### src/rtl/processor_core_pkg.sv
// Shared types for the accumulator core: opcodes, FSM states, ALU selects
// and the default word widths.
package details;

  localparam int REG_WIDTH_DEF = 12;
  localparam int INS_WIDTH_DEF = 8;

  typedef enum logic [7:0] {
    OP_NOP    = 8'h00,
    OP_ENDOP  = 8'h01,
    OP_CLAC   = 8'h02,
    OP_INCAC  = 8'h03,
    OP_DECAC  = 8'h04,
    OP_LOADAC = 8'h05,
    OP_STAC   = 8'h06,
    OP_MVACAR = 8'h07,
    OP_MVACR  = 8'h08,
    OP_MVRAC  = 8'h09,
    OP_MVACR1 = 8'h0A,
    OP_MVR1AC = 8'h0B,
    OP_MVACR2 = 8'h0C,
    OP_MVR2AC = 8'h0D,
    OP_ADD    = 8'h10,
    OP_SUB    = 8'h11,
    OP_MUL    = 8'h12,
    OP_LDIAC  = 8'h20,
    OP_JUMP   = 8'h30,
    OP_JMPZ   = 8'h31,
    OP_JMPNZ  = 8'h32
  } opcode_e;

  typedef enum logic [2:0] {
    S_IDLE,
    S_FETCH,
    S_DECODE,
    S_EXEC,
    S_LOADWAIT,
    S_OPER
  } state_e;

  typedef enum logic [2:0] {
    ALU_PASS,
    ALU_CLR,
    ALU_INC,
    ALU_DEC,
    ALU_ADD,
    ALU_SUB,
    ALU_MUL
  } alu_op_e;

  // Ops whose operand k lives in the following instruction word.
  function automatic logic is_two_word(input logic [7:0] op);
    return (op == OP_LDIAC) || (op == OP_JUMP) || (op == OP_JMPZ) || (op == OP_JMPNZ);
  endfunction

endpackage

### src/rtl/processor_core_if.sv
// Instruction/data memory bus of one core; both memories read synchronously
// with one cycle of latency.
interface processor_core_if #(
  parameter int REG_WIDTH = 12,
  parameter int INS_WIDTH = 8
);
  logic [INS_WIDTH-1:0] insMemAddr;
  logic [INS_WIDTH-1:0] InsMemOut;
  logic [REG_WIDTH-1:0] dataMemAddr;
  logic [REG_WIDTH-1:0] DataMemOut;
  logic [REG_WIDTH-1:0] DataMemIn;
  logic                 DataMemWrEn;

  modport master (
    output insMemAddr, dataMemAddr, DataMemIn, DataMemWrEn,
    input  InsMemOut, DataMemOut
  );

  modport slave (
    input  insMemAddr, dataMemAddr, DataMemIn, DataMemWrEn,
    output InsMemOut, DataMemOut
  );
endinterface

### src/rtl/processor_core_alu.sv
// Combinational accumulator ALU; all arithmetic wraps modulo 2^REG_WIDTH.
module processor_core_alu
  import details::*;
#(
  parameter int REG_WIDTH = REG_WIDTH_DEF
) (
  input  alu_op_e              op_i,
  input  logic [REG_WIDTH-1:0] ac_i,
  input  logic [REG_WIDTH-1:0] r_i,
  output logic [REG_WIDTH-1:0] result_o,
  output logic                 zero_o
);

  localparam logic [REG_WIDTH-1:0] ONE = REG_WIDTH'(1);

  always_comb begin
    result_o = ac_i;
    unique case (op_i)
      ALU_CLR:  result_o = '0;
      ALU_INC:  result_o = ac_i + ONE;
      ALU_DEC:  result_o = ac_i - ONE;
      ALU_ADD:  result_o = ac_i + r_i;
      ALU_SUB:  result_o = ac_i - r_i;
      ALU_MUL:  result_o = ac_i * r_i;
      default:  result_o = ac_i;
    endcase
  end

  assign zero_o = (result_o == '0);

endmodule

### src/rtl/processor_core.sv
// Multi-cycle accumulator CPU: FETCH/DECODE/EXEC sequencer with LOADWAIT for
// data reads and OPER for the immediate word of two-word instructions.
module processor_core
  import details::*;
#(
  parameter int REG_WIDTH = REG_WIDTH_DEF,
  parameter int INS_WIDTH = INS_WIDTH_DEF
) (
  input  logic              clk,
  input  logic              rstN,
  input  logic              start,
  output logic              ready,
  output logic              done,
  processor_core_if.master  mem
);

  localparam logic [INS_WIDTH-1:0] PC_ONE = INS_WIDTH'(1);

  state_e               state_q, state_d;
  logic [INS_WIDTH-1:0] pc_q, pc_d;
  logic [INS_WIDTH-1:0] ir_q, ir_d;
  logic [REG_WIDTH-1:0] ac_q, ac_d;
  logic [REG_WIDTH-1:0] r_q, r_d;
  logic [REG_WIDTH-1:0] r1_q, r1_d;
  logic [REG_WIDTH-1:0] r2_q, r2_d;
  logic [REG_WIDTH-1:0] ar_q, ar_d;
  logic                 z_q, z_d;
  logic                 done_q, done_d;
  logic                 wr_en;

  alu_op_e              alu_op;
  logic [REG_WIDTH-1:0] alu_res;
  logic                 alu_zero;

  processor_core_alu #(.REG_WIDTH(REG_WIDTH)) u_alu (
    .op_i     (alu_op),
    .ac_i     (ac_q),
    .r_i      (r_q),
    .result_o (alu_res),
    .zero_o   (alu_zero)
  );

  always_comb begin
    alu_op = ALU_PASS;
    case (ir_q)
      OP_CLAC:  alu_op = ALU_CLR;
      OP_INCAC: alu_op = ALU_INC;
      OP_DECAC: alu_op = ALU_DEC;
      OP_ADD:   alu_op = ALU_ADD;
      OP_SUB:   alu_op = ALU_SUB;
      OP_MUL:   alu_op = ALU_MUL;
      default:  alu_op = ALU_PASS;
    endcase
  end

  always_comb begin
    state_d = state_q;
    pc_d    = pc_q;
    ir_d    = ir_q;
    ac_d    = ac_q;
    r_d     = r_q;
    r1_d    = r1_q;
    r2_d    = r2_q;
    ar_d    = ar_q;
    z_d     = z_q;
    done_d  = done_q;
    wr_en   = 1'b0;

    unique case (state_q)
      S_IDLE: begin
        if (start) begin
          pc_d    = '0;
          done_d  = 1'b0;
          state_d = S_FETCH;
        end
      end
      S_FETCH: begin
        pc_d    = pc_q + PC_ONE;
        state_d = S_DECODE;
      end
      S_DECODE: begin
        ir_d    = mem.InsMemOut;
        state_d = S_EXEC;
      end
      S_EXEC: begin
        state_d = S_FETCH;
        if (alu_op != ALU_PASS) begin
          ac_d = alu_res;
          z_d  = alu_zero;
        end
        case (ir_q)
          OP_ENDOP: begin
            state_d = S_IDLE;
            done_d  = 1'b1;
          end
          OP_LOADAC: state_d = S_LOADWAIT;
          OP_STAC:   wr_en   = 1'b1;
          OP_MVACAR: ar_d    = ac_q;
          OP_MVACR:  r_d     = ac_q;
          OP_MVRAC:  ac_d    = r_q;
          OP_MVACR1: r1_d    = ac_q;
          OP_MVR1AC: ac_d    = r1_q;
          OP_MVACR2: r2_d    = ac_q;
          OP_MVR2AC: ac_d    = r2_q;
          default: ;
        endcase
        // The operand word is fetched now so it arrives during OPER.
        if (is_two_word(ir_q)) begin
          pc_d    = pc_q + PC_ONE;
          state_d = S_OPER;
        end
      end
      S_LOADWAIT: begin
        ac_d    = mem.DataMemOut;
        state_d = S_FETCH;
      end
      S_OPER: begin
        state_d = S_FETCH;
        case (ir_q)
          OP_LDIAC: ac_d = {{(REG_WIDTH-INS_WIDTH){1'b0}}, mem.InsMemOut};
          OP_JUMP:  pc_d = mem.InsMemOut;
          OP_JMPZ:  if (z_q)  pc_d = mem.InsMemOut;
          OP_JMPNZ: if (!z_q) pc_d = mem.InsMemOut;
          default: ;
        endcase
      end
      default: state_d = S_IDLE;
    endcase
  end

  always_ff @(posedge clk) begin
    if (!rstN) begin
      state_q <= S_IDLE;
      pc_q    <= '0;
      ir_q    <= '0;
      ac_q    <= '0;
      r_q     <= '0;
      r1_q    <= '0;
      r2_q    <= '0;
      ar_q    <= '0;
      z_q     <= 1'b0;
      done_q  <= 1'b0;
    end else begin
      state_q <= state_d;
      pc_q    <= pc_d;
      ir_q    <= ir_d;
      ac_q    <= ac_d;
      r_q     <= r_d;
      r1_q    <= r1_d;
      r2_q    <= r2_d;
      ar_q    <= ar_d;
      z_q     <= z_d;
      done_q  <= done_d;
    end
  end

  assign mem.insMemAddr  = pc_q;
  assign mem.dataMemAddr = ar_q;
  assign mem.DataMemIn   = ac_q;
  // Gated by rstN so a reset landing on a STAC cycle never reaches memory.
  assign mem.DataMemWrEn = wr_en & rstN;
  assign ready           = (state_q == S_IDLE);
  assign done            = done_q;

endmodule

### src/flat_wrapper.sv
// flat-port wrapper written by rule: the top's interface ports become plain ports
module processor_core_flat import details::*;
#(
  parameter int REG_WIDTH = REG_WIDTH_DEF,
  parameter int INS_WIDTH = INS_WIDTH_DEF
)
  (clk, rstN, start, ready, done, mem_insMemAddr, mem_dataMemAddr, mem_DataMemIn, mem_DataMemWrEn, mem_InsMemOut, mem_DataMemOut);
  processor_core_if #(.REG_WIDTH(REG_WIDTH), .INS_WIDTH(INS_WIDTH)) mem_i ();
  input  logic clk;
  input  logic rstN;
  input  logic start;
  output logic ready;
  output logic done;
  output wire logic [$bits(mem_i.insMemAddr)-1:0] mem_insMemAddr;
  output wire logic [$bits(mem_i.dataMemAddr)-1:0] mem_dataMemAddr;
  output wire logic [$bits(mem_i.DataMemIn)-1:0] mem_DataMemIn;
  output wire logic [$bits(mem_i.DataMemWrEn)-1:0] mem_DataMemWrEn;
  input wire logic [$bits(mem_i.InsMemOut)-1:0] mem_InsMemOut;
  input wire logic [$bits(mem_i.DataMemOut)-1:0] mem_DataMemOut;
  assign mem_insMemAddr = mem_i.insMemAddr;
  assign mem_dataMemAddr = mem_i.dataMemAddr;
  assign mem_DataMemIn = mem_i.DataMemIn;
  assign mem_DataMemWrEn = mem_i.DataMemWrEn;
  assign mem_i.InsMemOut = mem_InsMemOut;
  assign mem_i.DataMemOut = mem_DataMemOut;
  processor_core #(.REG_WIDTH(REG_WIDTH), .INS_WIDTH(INS_WIDTH)) u_core (.clk(clk), .rstN(rstN), .start(start), .ready(ready), .done(done), .mem(mem_i));
endmodule
### config.mk
export PLATFORM = sky130hd
export DESIGN_NAME = processor_core_flat
export DESIGN_NICKNAME = d
export VERILOG_FILES = /design/src/rtl/processor_core_pkg.sv /design/src/rtl/processor_core_if.sv /design/src/rtl/processor_core_alu.sv /design/src/rtl/processor_core.sv /design/src/flat_wrapper.sv
export SDC_FILE = /design/constraint.sdc
export NUM_CORES = 1
export LEC_CHECK = 0
export ABC_CLOCK_PERIOD_IN_PS = 6000
export CAP_MARGIN = 20
export CORE_ASPECT_RATIO = 1.2
export CORE_MARGIN = 2
export CORE_UTILIZATION = 55
export CTS_CLUSTER_DIAMETER = 150
export DETAILED_ROUTE_END_ITERATION = 7
export PLACE_DENSITY = 0.76
export SETUP_SLACK_MARGIN = 0.2
export SYNTH_ARGS = -nofsm -noshare
export SYNTH_HDL_FRONTEND = slang
export SYNTH_SLANG_ARGS = --single-unit
### constraint.sdc
create_clock -name clk -period 6 [get_ports clk]
set_clock_uncertainty 0.1 [all_clocks]
set_input_delay 1.2 -clock clk [delete_from_list [all_inputs] [get_ports clk]]
set_output_delay 1.2 -clock clk [all_outputs]
set_load 0.05 [all_outputs]
# Word-level counts from Yosys, hierarchy flattened
# Index checks and enable logic that the tools add are counted.
[word_totals]
wordCells = 95
out_inout_bits = 35
in_bits = 23
reg_bits = 81
[classes]
add_sub_neg = 5
eq_ne = 39
n_mux = 21
reduce_logical = 18
n_bitwise = 1
multipliers = 1
[ops]
columns = ["cell", "count"]
rows = [
  ["one-hot mux 12 bit (3 select lines)", 2],
  ["one-hot mux 12 bit (6 select lines)", 1],
  ["== test 8 x 4 -> 1 bit, second input constant", 6],
  ["== test 8 x 3 -> 1 bit, second input constant", 4],
  ["== test 8 x 6 -> 1 bit, second input constant", 4],
  ["2-to-1 mux 8 bit", 4],
  ["one-hot mux 8 bit (4 select lines)", 1],
  ["== test 8 x 5 -> 1 bit, second input constant", 3],
  ["2-to-1 mux 12 bit", 2],
  ["one-hot mux 8 bit (3 select lines)", 1],
  ["one-hot mux 3 bit (6 select lines)", 1],
  ["== test 8 x 2 -> 1 bit, second input constant", 2],
  ["== test 3 bit, second input constant", 5],
  ["one-hot mux 3 bit (5 select lines)", 1],
  ["adder 12 x 1 -> 12 bit, second input constant", 1],
  ["adder 12 bit", 1],
  ["== test 3 x 2 -> 1 bit, second input constant", 4],
  ["logical NOT 12 bit", 1],
  ["multiplier 12 x 12 -> 12 bit", 1],
  ["subtractor 12 x 1 -> 12 bit, second input constant", 1],
  ["subtractor 12 bit", 1],
  ["AND reduction 2 bit", 5],
  ["adder 8 x 1 -> 8 bit, second input constant", 1],
  ["== test 8 x 1 -> 1 bit, second input constant", 1],
  ["other kinds (20)", 31],
]

# Longest topological paths before layout
[logic_depth]
ltp_word = 7
ltp_mapped = 20
ltp_nobuf = 18

# By module
# A second synthesis with hierarchy kept.
[unflattened]
cells_unflattened = 883
hier_area_um2 = 7434.6
[by_module_without_submodules]
columns = ["module", "area_per_inst_um2", "seq_area_each_um2", "n_inst", "cells_each"]
rows = [
  ["processor_core", 4227.8, 1621.6, 1, 466],
  ["processor_core_alu", 3206.8, 0.0, 1, 417],
]

# Worst setup path before layout
# Ideal clock, no wire load.
[synth_timing]
kind = "register -> register"
start = "register u_core.ac_q[2] (netlist: u_core.mem.DataMemIn[2])"
end = "register u_core.ac_q[11] (netlist: u_core.mem.DataMemIn[11])"
required_ns = 5.785
stages_incl_launch_ff = 20
setup_slack_ns = 0.572
t_arrival_ns = 5.213
n_path_buf = 2
path_cell_list = "dfxtp_1 clkbuf_1 clkbuf_1 and2_1 fa_1 ha_1 fa_1 inv_1 fa_1 fa_1 inv_1 ha_1 o21ai_0 o21bai_1 a2111oi_0 nor3_1 xnor3_1 nand2_1 a31oi_1 o21a_1"
[synth_via]
elab_chain_cells = 5
[synth_lines]
columns = ["element", "line_no", "rtl"]
rows = [
  ["from (decl)", "processor_core.sv:22", "logic [REG_WIDTH-1:0] ac_q, ac_d;"],
  ["from (signal assigned)", "processor_core.sv:136", "ac_q <= '0;"],
  ["from (signal assigned)", "processor_core.sv:147", "ac_q <= ac_d;"],
  ["multiplier 12 x 12 -> 12 bit (tied with other cells)", "processor_core_alu.sv:24", "ALU_MUL: result_o = ac_i * r_i;"],
  ["one-hot mux 12 bit (6 select lines) *", "processor_core_alu.sv:18", "unique case (op_i)"],
  ["2-to-1 mux 12 bit *", "processor_core.sv:87", "if (alu_op != ALU_PASS) begin"],
  ["one-hot mux 12 bit (3 select lines) *", "processor_core.sv:91", "case (ir_q)"],
  ["one-hot mux 12 bit (3 select lines) *", "processor_core.sv:69", "unique case (state_q)"],
]
# Every way passes the cells marked *; elsewhere a longest branch is shown, timed or not. The select of a mux whose other input is x is not followed.
# A chain may end at the register's enable or synchronous reset.

# Worst setup path after layout
[layout_timing]
start = "register u_core.r_q[5]"
end = "register u_core.ac_q[11] (netlist: u_core.mem.DataMemIn[11])"
[layout_via]
elab_chain_cells = 5
[layout_lines]
columns = ["element", "line_no", "rtl"]
rows = [
  ["from (decl)", "processor_core.sv:23", "logic [REG_WIDTH-1:0] r_q, r_d;"],
  ["from (signal assigned)", "processor_core.sv:148", "r_q <= r_d;"],
  ["multiplier 12 x 12 -> 12 bit (tied with other cells)", "processor_core_alu.sv:24", ""],
  ["one-hot mux 12 bit (6 select lines) *", "processor_core_alu.sv:18", ""],
  ["2-to-1 mux 12 bit *", "processor_core.sv:87", ""],
  ["one-hot mux 12 bit (3 select lines) *", "processor_core.sv:91", ""],
  ["one-hot mux 12 bit (3 select lines) *", "processor_core.sv:69", ""],
]
# Marks and branches as above.

==> impl_metrics.env <==
export IMPL_outcome="complete, no violations"
export IMPL_grt_pass1_vias=6252
export IMPL_cts_tree="yes"
export IMPL_combinationalPowerShare_pct=13.4
export IMPL_synthAdderAreaFrac_pct=19.1
export IMPL_switching_share_pct=27.6
export IMPL_p_switching_uw=363
export IMPL_worst_setup_path_end_kind="register"
export IMPL_synth_simple_area_share_pct=23.3
export IMPL_wire_per_inst_um=18.5
export IMPL_htree_levels=3
export IMPL_cp_data_required_time_ns=6.14
export IMPL_synth_compound_area_share_pct=19.2
export IMPL_rsz0062_at_grt="no"
export IMPL_wirelength_mm=20.6
export IMPL_crit_type="register to register"
export IMPL_fin_nets=1050
export IMPL_drt_vias_per_instance=6.01
export IMPL_yosysWarningCount=0
export IMPL_power_leakage_uw=0.00331
export IMPL_fin_ws_ns=0.691
export IMPL_grt_pass1_wl_mm=32.8
export IMPL_antenna_found_initial=0
export IMPL_seq_power_share_pct=42.7
export IMPL_dieArea_um2=13700
export IMPL_vias=6689
export IMPL_placed_cells=1096
export IMPL_finalMaxSlewViolations=0
export IMPL_fin_tns_setup_ns=0
export IMPL_layout_min_cycle_time_ns=5.31
export IMPL_synth_area_per_cell_um2=7.61
export IMPL_pin_count=58
export IMPL_io_buffer_count=57
export IMPL_ctsRootBufferMaster="clkbuf_16"
export IMPL_maxCapViolations=0
export IMPL_core_area_um2=12600
export IMPL_async_flop_share_pct=0
export IMPL_synthCells=922
export IMPL_layout_commonest_cell="nand2_1"
export IMPL_timing_final_hold_violations=0
export IMPL_layoutNonFillerInstCount=1113
export IMPL_syn_area_um2=7020
export IMPL_synth_xor_area_share_pct=5.13
export IMPL_finalSetupViolations=0
export IMPL_ir_drop_uv=210
export IMPL_synth_seq_cells=81
export IMPL_synth_top_family_by_area="simple AND/OR/NAND/NOR gates"
export IMPL_dpl_worst_slack_ns=0.685
export IMPL_grt_max_degree=52
export IMPL_ctsResizeCount=0
export IMPL_clkSinkCount=81
export IMPL_fmax_ghz=0.188
export IMPL_gr_usage_all_layers_pct=30.8
export IMPL_synth_mux_area_share_pct=2.00
export IMPL_synth_net_count=1028
export IMPL_clkLatencyLatePin_ns=0.34
export IMPL_dp_hpwl_mm=15.7
export IMPL_power_frac_clock_pct=43.9
export IMPL_ys_types=67
export IMPL_synth_ff_type="dfxtp_1"
export IMPL_ctsHoldBuffers=0
export IMPL_crit_fanout=12
export IMPL_holdCritPathClass="register to register"
export IMPL_die_x_um=107
export IMPL_synth_edff_count=0
export IMPL_clkTransAtPathRegs_ns=0.06
export IMPL_final_cell_mix="nand2_1 (179), a21oi_1 (107), dfxtp_1 (81)"
export IMPL_drt_iter0_drc=844
export IMPL_tightest_slew_ns=1.10
export IMPL_rows=45
export IMPL_num_antenna_cells=0
export IMPL_drive_gt1_share_pct=5.16
export IMPL_start_kind="register"
export IMPL_powerDensity_nw_per_um2=165
export IMPL_ant_nets=0
export IMPL_fin_crit_sh_pct=88.5
export IMPL_cp_data_arrival_time_ns=5.45
export IMPL_syn_to_final_growth_pct=13.5
export IMPL_cts_buffers=9
export IMPL_gr_total_overflow=0
export IMPL_yosysSeqAreaShare_pct=23.1
export IMPL_gp_congestion=0.952
export IMPL_firstDrtPassIters=8
export IMPL_relSlewSlack_pct=26.5
export IMPL_cts_setup_buffers=0
export IMPL_drc=0
export IMPL_die_h_um=128
export IMPL_clockBufferDepth=2
export IMPL_intPower_uw=953
export IMPL_initial_utilization_pct=55.9
power groups by stage:
| stage | logic [µW] | registers [µW] | clock network, µW |
|---|---|---|---|
| 6_report | 177 | 562 | 578 |
| 5_1_grt | 193 | 563 | 602 |
| 4_1_cts | 175 | 561 | 579 |
| 3_5_place_dp | 175 | 573 | 0 |
| 3_3_place_gp | 174 | 573 | 0 |
| 2_1_floorplan | 126 | 570 | 0 |
per-layer routing:
metal | vias to the layer above | share of wire (%) | GRT usage (%) | wire length [µm]
li1 | 3156 | - | - | -
met1 | 3085 | 39 | 38.9 | 7980
met2 | 366 | 49 | 52.0 | 10000
met3 | 82 | 8.5 | 4.68 | 1750
met4 | 0 | 4.2 | 13.7 | 860
met5 | - | 0 | 0 | 0
per-stage QoR:
stage                     total power, µW  area (µm²)  hold slack [ns]  util, %
after floorplan                       695        7020            0.331        -
after global placement                747        7640            0.338     60.9
after detailed placement              748        7640            0.344     60.9
after CTS                            1320        7960            0.351     63.4
after global routing                 1360        7970            0.373     63.5
final                                1320        7970            0.352     63.5
cells by family (layout without fill, tap and decap cells):
kind of cell	Yosys count	in the layout
multiplexers	14	14
AND/OR/NAND/NOR	349	349
adder cells (fa/ha/maj)	83	83
AO/OA/AOI/OAI	213	213
flip-flops	81	81
buffers and inverters	144	171
XOR/XNOR	38	38
final timing paths:
path | from | end | slack [ns] | depth (start not counted)
hold reg to reg | u_core.mem.dataMemAddr[8] | u_core.mem.dataMemAddr[8] | 0.35 | 2
setup reg to reg | u_core.r_q[5] | u_core.mem.DataMemIn[11] | 0.69 | 17
setup / recovery | u_core.r_q[5] | u_core.mem.DataMemIn[11] | 0.69 | 17
hold / removal | u_core.mem.dataMemAddr[8] | u_core.mem.dataMemAddr[8] | 0.35 | 2
area by class of cell:
cell class / count / area [µm²]
timing repair buffer: 75 / 706
clock inverter: 6 / 76.3
fill: 1102 / 4590
clock buffer: 10 / 239
tap: 164 / 205
multi-input combinational: 697 / 4820
sequential: 81 / 1620
inverter: 80 / 300
critical path, cell delays in order, from the launching register on:
cell     delay, ns
dfxtp_1       0.44
and2_1        0.25
fa_1          0.53
inv_1         0.05
fa_1          0.51
inv_1         0.05
fa_1          0.48
fa_1          0.56
inv_1         0.06
fa_1          0.43
xnor2_1       0.15
xnor2_1       0.22
xnor2_1       0.15
xnor3_1       0.44
xnor3_1       0.41
nand2_1       0.11
a31oi_1       0.09
o21a_1        0.18
synthesized netlist by cell type (3+ instances only):
library cell	n	area, µm²
o2111ai_1	3	26.3
and2_1	31	194
o21a_1	7	52.6
fa_1	40	801
o21ai_1	3	15.0
dfxtp_1	81	1620
or3_1	5	31.3
and3_1	11	68.8
or2_2	6	37.5
mux2i_1	14	140
nand4_1	3	18.8
buf_2	9	45.0
ha_1	43	538
nor3_1	21	105
nand3_1	8	40.0
o211ai_1	4	30.0
a222oi_1	12	120
nand2_1	179	672
nor2b_1	6	37.5
a22oi_1	9	67.6
inv_1	80	300
buf_6	3	33.8
a221oi_1	5	43.8
o31ai_1	4	30.0
a21oi_1	107	536
a21o_1	7	52.6
a221o_1	3	30.0
nand2b_1	5	31.3
o21ai_0	18	90.1
a211o_1	5	43.8
clkbuf_1	49	184
nor3b_1	3	22.5
nor4_1	5	31.3
xnor2_1	23	201
nor2_1	51	191
a211oi_1	7	52.6
xor2_1	13	114
registers in the layout (all words and copies together), names as in the netlist:
name and flops:
u_core.z_q 1, u_core.r2_q 12, u_core.mem.dataMemAddr 12, u_core.mem.DataMemIn 12
u_core.mem.insMemAddr 8, u_core.r_q 12, u_core.r1_q 12, u_core.done 1
u_core.ir_q 8, u_core.state_q 3
Power figures use the tool's default switching activity.
